[src/rtl/imem_boot_loader_pkg.sv]
// imem_boot_loader_pkg: shared loader state encoding and boot image constants.
package imem_boot_loader_pkg;
  typedef enum logic [2:0] {LEN_LO, LEN_HI, DATA, WRITE, CSUM, DONE, ERROR} loader_state_e;
  localparam int BOOT_BASE_ADDR = 512;
  localparam int LOADER_MAX_WORDS = 128;
endpackage

[src/rtl/imem_boot_loader_if.sv]
// imem_boot_loader_if: byte stream in, instruction memory write port and CPU control out.
interface imem_boot_loader_if #(parameter int AW = 10, parameter int IW = 32);
  logic [7:0]    byte_data;
  logic          byte_valid;
  logic          byte_ready;
  logic [AW-1:0] imem_addr;
  logic [IW-1:0] imem_wdata;
  logic          imem_we;
  logic          cpu_reset;
  logic          load_done;
  logic          load_error;
  logic [7:0]    words_loaded;
  modport master (
    input  byte_data, byte_valid,
    output byte_ready, imem_addr, imem_wdata, imem_we, cpu_reset, load_done, load_error, words_loaded
  );
  modport slave (
    output byte_data, byte_valid,
    input  byte_ready, imem_addr, imem_wdata, imem_we, cpu_reset, load_done, load_error, words_loaded
  );
endinterface

[src/rtl/imem_boot_loader_byte_word_assembler.sv]
// byte_word_assembler: packs four little-endian stream bytes into one 32-bit word.
module byte_word_assembler (
  input  logic        clk,
  input  logic        rst,
  input  logic        load,
  input  logic        clear,
  input  logic [7:0]  data,
  output logic [31:0] word,
  output logic        word_full
);
  logic [1:0]  idx_q;
  logic [31:0] word_q;
  always_ff @(posedge clk) begin
    if (rst || clear) begin
      idx_q  <= '0;
      word_q <= '0;
    end else if (load) begin
      idx_q               <= idx_q + 2'd1;
      word_q[8*idx_q +: 8] <= data;
    end
  end
  assign word      = word_q;
  assign word_full = load && idx_q == 2'd3;
endmodule

[src/rtl/imem_boot_loader.sv]
// imem_boot_loader: loads a length-prefixed image into instruction memory, then releases the CPU.
// Define IMEM_LOADER_CHECKSUM_EN to require a trailing XOR checksum byte.
module imem_boot_loader
  import imem_boot_loader_pkg::*;
#(
  parameter int ADDRESS_BUS_WIDTH = 10,
  parameter int INSTRUCTION_WIDTH = 32,
  parameter int BASE_ADDR         = BOOT_BASE_ADDR,
  parameter int MAX_WORDS         = LOADER_MAX_WORDS,
  parameter int RELEASE_DELAY     = 4
) (
  input logic                clk,
  input logic                reset,
  imem_boot_loader_if.master bus
);
  localparam int RW = $clog2(RELEASE_DELAY + 1);
  loader_state_e state_q, state_d;
  logic [15:0]   count_q, count_d, hdr;
  logic [7:0]    words_q, words_d;
  logic [RW-1:0] rel_q, rel_d;
  logic          ready_q, cpu_reset_q, cpu_reset_d, done_q, done_d;
  logic          take, last, word_full;
  logic [31:0]   word;
`ifdef IMEM_LOADER_CHECKSUM_EN
  localparam loader_state_e TAIL = CSUM;
  logic [7:0] csum_q, csum_d;
  assign csum_d = take && state_q inside {LEN_LO, LEN_HI, DATA} ? csum_q ^ bus.byte_data : csum_q;
`else
  localparam loader_state_e TAIL = DONE;
`endif
  assign take = bus.byte_valid && ready_q;
  assign hdr  = {bus.byte_data, count_q[7:0]};
  assign last = {8'd0, words_q} + 16'd1 == count_q;
  byte_word_assembler u_asm (
    .clk       (clk),
    .rst       (reset),
    .load      (take && state_q == DATA),
    .clear     (state_q == LEN_LO),
    .data      (bus.byte_data),
    .word      (word),
    .word_full (word_full)
  );
  always_comb begin
    state_d     = state_q;
    count_d     = count_q;
    words_d     = words_q;
    rel_d       = rel_q;
    cpu_reset_d = cpu_reset_q;
    done_d      = done_q;
    unique case (state_q)
      LEN_LO: if (take) begin
        count_d[7:0] = bus.byte_data;
        state_d      = LEN_HI;
      end
      LEN_HI: if (take) begin
        count_d = hdr;
        state_d = hdr > 16'(MAX_WORDS) ? ERROR : hdr == 16'd0 ? TAIL : DATA;
      end
      DATA: state_d = word_full ? WRITE : DATA;
      WRITE: begin
        words_d = words_q + 8'd1;
        state_d = last ? TAIL : DATA;
      end
`ifdef IMEM_LOADER_CHECKSUM_EN
      CSUM: if (take) state_d = bus.byte_data == csum_q ? DONE : ERROR;
`endif
      // The CPU leaves reset on the same edge load_done rises.
      DONE: if (cpu_reset_q) begin
        if (rel_q == RW'(RELEASE_DELAY - 1)) begin
          cpu_reset_d = 1'b0;
          done_d      = 1'b1;
        end else rel_d = rel_q + RW'(1);
      end
      default: ;
    endcase
  end
  always_ff @(posedge clk) begin
    if (reset) begin
      state_q     <= LEN_LO;
      count_q     <= '0;
      words_q     <= '0;
      rel_q       <= '0;
      ready_q     <= 1'b0;
      cpu_reset_q <= 1'b1;
      done_q      <= 1'b0;
`ifdef IMEM_LOADER_CHECKSUM_EN
      csum_q      <= '0;
`endif
    end else begin
      state_q     <= state_d;
      count_q     <= count_d;
      words_q     <= words_d;
      rel_q       <= rel_d;
      ready_q     <= state_d inside {LEN_LO, LEN_HI, DATA, CSUM};
      cpu_reset_q <= cpu_reset_d;
      done_q      <= done_d;
`ifdef IMEM_LOADER_CHECKSUM_EN
      csum_q      <= csum_d;
`endif
    end
  end
  assign bus.byte_ready   = ready_q;
  assign bus.imem_we      = state_q == WRITE;
  assign bus.imem_addr    = ADDRESS_BUS_WIDTH'(BASE_ADDR) + ADDRESS_BUS_WIDTH'({words_q, 2'b00});
  assign bus.imem_wdata   = INSTRUCTION_WIDTH'(word);
  assign bus.cpu_reset    = cpu_reset_q;
  assign bus.load_done    = done_q;
  assign bus.load_error   = state_q == ERROR;
  assign bus.words_loaded = words_q;
endmodule

[src/flat_wrapper.sv]
// flat-port wrapper written by rule: the top's interface ports become plain ports
module imem_boot_loader_flat import imem_boot_loader_pkg::*;
#(
  parameter int ADDRESS_BUS_WIDTH = 10,
  parameter int INSTRUCTION_WIDTH = 32,
  parameter int BASE_ADDR         = BOOT_BASE_ADDR,
  parameter int MAX_WORDS         = LOADER_MAX_WORDS,
  parameter int RELEASE_DELAY     = 4
)
  (clk, reset, bus_byte_data, bus_byte_valid, bus_byte_ready, bus_imem_addr, bus_imem_wdata, bus_imem_we, bus_cpu_reset, bus_load_done, bus_load_error, bus_words_loaded);
  imem_boot_loader_if bus_i ();
  input logic clk;
  input logic reset;
  input wire logic [$bits(bus_i.byte_data)-1:0] bus_byte_data;
  input wire logic [$bits(bus_i.byte_valid)-1:0] bus_byte_valid;
  output wire logic [$bits(bus_i.byte_ready)-1:0] bus_byte_ready;
  output wire logic [$bits(bus_i.imem_addr)-1:0] bus_imem_addr;
  output wire logic [$bits(bus_i.imem_wdata)-1:0] bus_imem_wdata;
  output wire logic [$bits(bus_i.imem_we)-1:0] bus_imem_we;
  output wire logic [$bits(bus_i.cpu_reset)-1:0] bus_cpu_reset;
  output wire logic [$bits(bus_i.load_done)-1:0] bus_load_done;
  output wire logic [$bits(bus_i.load_error)-1:0] bus_load_error;
  output wire logic [$bits(bus_i.words_loaded)-1:0] bus_words_loaded;
  assign bus_i.byte_data = bus_byte_data;
  assign bus_i.byte_valid = bus_byte_valid;
  assign bus_byte_ready = bus_i.byte_ready;
  assign bus_imem_addr = bus_i.imem_addr;
  assign bus_imem_wdata = bus_i.imem_wdata;
  assign bus_imem_we = bus_i.imem_we;
  assign bus_cpu_reset = bus_i.cpu_reset;
  assign bus_load_done = bus_i.load_done;
  assign bus_load_error = bus_i.load_error;
  assign bus_words_loaded = bus_i.words_loaded;
  imem_boot_loader #(.ADDRESS_BUS_WIDTH(ADDRESS_BUS_WIDTH), .INSTRUCTION_WIDTH(INSTRUCTION_WIDTH), .BASE_ADDR(BASE_ADDR), .MAX_WORDS(MAX_WORDS), .RELEASE_DELAY(RELEASE_DELAY)) u_core (.clk(clk), .reset(reset), .bus(bus_i));
endmodule
[config.mk]
export PLATFORM = sky130hd
export DESIGN_NAME = imem_boot_loader_flat
export DESIGN_NICKNAME = d
export VERILOG_FILES = /design/src/rtl/imem_boot_loader_pkg.sv /design/src/rtl/imem_boot_loader_if.sv /design/src/rtl/imem_boot_loader_byte_word_assembler.sv /design/src/rtl/imem_boot_loader.sv /design/src/flat_wrapper.sv
export SDC_FILE = /design/constraint.sdc
export NUM_CORES = 1
export LEC_CHECK = 0
export BUFFER_PORTS_ARGS = -buffer_cell sky130_fd_sc_hd__buf_2
export CAP_MARGIN = 20
export CORE_ASPECT_RATIO = 1.25
export CORE_UTILIZATION = 49
export DETAILED_ROUTE_END_ITERATION = 12
export PLACE_DENSITY_LB_ADDON = 0.2
export SETUP_SLACK_MARGIN = 0.02
export SLEW_MARGIN = 20
export SYNTH_ARGS = -nofsm -noshare
export SYNTH_HDL_FRONTEND = slang
export SYNTH_SLANG_ARGS = --single-unit
[constraint.sdc]
create_clock -name clk -period 2.3 [get_ports clk]
set_clock_uncertainty 0.2 [all_clocks]
set_input_delay 0 -clock clk [delete_from_list [all_inputs] [get_ports clk]]
set_output_delay 0 -clock clk [all_outputs]
set_load 0.01 [all_outputs]
==> impl_metrics.env <==
export IMPL_status="finished, final reports clean"
export IMPL_synth_compound_area_share=0.107
export IMPL_grt_pass1_vias=2678
export IMPL_worstPathRequired_ns=2.33
export IMPL_cts_inserted_buffers=9
export IMPL_final_common_cell="dfxtp_1"
export IMPL_syn_area_um2=3180
export IMPL_dieHeight_um=92.1
export IMPL_multi_input_area_um2=1650
export IMPL_syn2layout_area_growth_pct=21.7
export IMPL_fmax_mhz=457
export IMPL_synthAdderAreaFrac=0.0315
export IMPL_antenna_found_initial=0
export IMPL_finalWirelength_mm=7.40
export IMPL_clk_pin_slew_ns=0.07
export IMPL_route_met3_wl_um=341
export IMPL_finalWorstSetupSlack_ns=0.114
export IMPL_max_slew_worst_pin_slew_ns=0.644
export IMPL_leakage_uw=0.00152
export IMPL_htree_levels=3
export IMPL_synth_mux_area_frac=0.0567
export IMPL_crit_path_max_fanout=9
export IMPL_synth_seq_cells=67
export IMPL_ir_drop_uv=558
export IMPL_cts_buffer_depth=2
export IMPL_cp_slowest_cell="or4_1"
export IMPL_path_delay_family="simple AND/OR/NAND/NOR gates"
export IMPL_regArea_um2=1340
export IMPL_slowest_delay_ns=0.47
export IMPL_utilization=0.624
export IMPL_cts_tree="built"
export IMPL_die_area_um2=6820
export IMPL_diodes=0
export IMPL_tns_ns=0
export IMPL_async_flop_share=0
export IMPL_netlist_instances=376
export IMPL_routed_top_layer="met4"
export IMPL_drtIter0Drc=121
export IMPL_dp_hpwl_mm=5.12
export IMPL_cp_start_kind="register"
export IMPL_pin_count=66
export IMPL_drive_above_1_share=0.256
export IMPL_avgViaCountPerCell=5.20
export IMPL_routed_wl_met2_mm=3.87
export IMPL_die_w_um=74.0
export IMPL_grt_pass1_wl_mm=12.2
export IMPL_rsz0062_at_grt="false"
export IMPL_firstDrtPassIters=4
export IMPL_critPathBufInv=1
export IMPL_nNetsFinal=469
export IMPL_ys_warn_count=0
export IMPL_place_ws_ns=0.0223
export IMPL_wl_per_cell_um=13.7
export IMPL_placement_cell_area_um2=3560
export IMPL_powerDensity_nw_per_um2=596
export IMPL_initial_utilization=0.512
export IMPL_reg2reg_slack_ns=0.11
export IMPL_end_kind="register"
export IMPL_root_buffer="clkbuf_8"
export IMPL_clk_latency_ns=0.33
export IMPL_ant_nets=0
export IMPL_synthFlopType="dfxtp_1"
export IMPL_arrival_ns=2.22
export IMPL_synth_top_family_by_area="simple AND/OR/NAND/NOR gates"
export IMPL_cts_setup_buffers=0
export IMPL_gp_congestion=0.826
export IMPL_synth_edf_count=0
export IMPL_core_rowCount=32
export IMPL_worstSetupPathType="reg -> reg"
export IMPL_worstPathCellList="buf_4, nand2_4, or4_1, a31oi_1, o22ai_1, nor4_4, nand2_1, o21a_1"
export IMPL_wirelength_met1_mm=3.10
export IMPL_route_detailed_drc=0
export IMPL_report_final_hold_viol_count=0
export IMPL_core_area_um2=6210
export IMPL_track_usage=0.233
export IMPL_synth_cell_types=51
export IMPL_routed_via_count=2805
export IMPL_stdcell_area_um2=3870
export IMPL_gr_total_overflow=0
export IMPL_holdWs_ns=0.163
export IMPL_hold_path_class="in -> reg"
export IMPL_avgSynthCellArea_um2=8.46
export IMPL_synth_simple_area_share=0.260
export IMPL_yosysSeqAreaShare=0.422
export IMPL_fill_cells=573
export IMPL_finalSetupViolations=0
export IMPL_cts_sinks=67
export IMPL_max_slew_margin=0.571
export IMPL_slew_viol_final=0
export IMPL_period_needed_ns=2.19
export IMPL_min_period_over_period=0.951
export IMPL_synth_xor_area_frac=0.0496
export IMPL_max_cap_violations=0
export IMPL_portBuffers=63
export IMPL_mostFrequentLayoutCells="65 x dfxtp_1, 63 x buf_2, 50 x nand2_1"
export IMPL_grt_max_degree=35
-- cell usage after synthesis (all sizes together) (2+ instances only) --
library cell,n,share of area
inv,9,0.011
mux2i,18,0.057
dfxtp,67,0.42
nand4,5,0.0098
clkbuf,13,0.018
nor3,11,0.017
ha,8,0.031
and2,5,0.010
xnor2,11,0.030
buf,15,0.039
a31oi,3,0.0059
xor2,7,0.019
a211oi,2,0.0063
nor4,7,0.020
a21oi,37,0.058
nand3,37,0.062
o21a,2,0.0047
nor2,41,0.048
o22ai,2,0.0039
nor2b,2,0.0039
nand2,52,0.065
nor3b,3,0.0071
or4,2,0.0047
-- logic make-up after synthesis --
group                      Yosys count
AOI/OAI and AO/OA                   57
xor gates and xnor gates            18
adders and majority gates            8
buffers and inverters               38
DFF                                 67
muxes                               18
other                                1
and+or+nand+nor                    169
-- power by group --
| part | total [uW] | switching, uW | internal [uW] |
|---|---|---|---|
| Combinational | 256 | 146 | 110 |
| Sequential | 1220 | 32.8 | 1180 |
| Clock | 833 | 450 | 384 |
-- path summary, 6_finish.rpt --
kind / startpoint / end / cells past startpoint
worst max-delay path: u_core.bus.words_loaded[1]$_SDFFE_PP0P_ / u_core.state_q[1]$_SDFF_PP0_ / 8
worst max register to register: u_core.bus.words_loaded[1]$_SDFFE_PP0P_ / u_core.state_q[1]$_SDFF_PP0_ / 8
worst min register to register: u_core.u_asm.word[17]$_SDFFE_PP0P_ / u_core.u_asm.word[17]$_SDFFE_PP0P_ / 2
worst min-delay path: bus_byte_valid / u_core.state_q[0]$_SDFF_PP0_ / 6
-- repair_timing --
item,in CTS,in global routing
hold endpoints to repair,63,0
hold buffers,9,0
setup endpoints to repair,1,4
resized for setup,0,10
pin swaps,0,3
-- stage by stage --
stage	std cells	total power (uW)
after global routing	539	2420
after CTS	539	2320
after floorplan	377	1410
after detailed placement	515	1480
after global placement	515	1480
final	539	2310
-- flip-flops by register name (all words and copies together), names as in the netlist --
| name | cells |
|---|---|
| u_core.bus.byte_ready | 1 |
| u_core.state_q | 3 |
| u_core.u_asm.idx_q | 2 |
| u_core.count_q | 16 |
| u_core.bus.words_loaded | 8 |
| u_core.u_asm.word | 32 |
| u_core.bus.load_done | 1 |
| u_core.rel_q | 3 |
| u_core.bus.cpu_reset | 1 |
-- layout make-up --
class,count,area share
Tap cell,85,0.0275
Multi-Input combinational cell,272,0.427
Clock inverter,6,0.0113
Sequential cell,67,0.347
Clock buffer,9,0.0320
Inverter,9,0.00873
Timing Repair Buffer,91,0.146
-- worst min-delay path, stage by stage --
cell      delay, ns
buf_2          0.08
nand2_1        0.15
nor2_1         0.17
nor2_1         0.06
nor2_1         0.11
a211oi_2       0.07
-- per-layer routing --
| metal | up-vias | GRT usage |
|---|---|---|
| met1 | 1305 | 0.270 |
| met2 | 68 | 0.398 |
| met4 | 0 | 0.0897 |
| li1 | 1425 | - |
| met5 | - | 0 |
| met3 | 7 | 0.0593 |
Power figures use the tool's default switching activity.
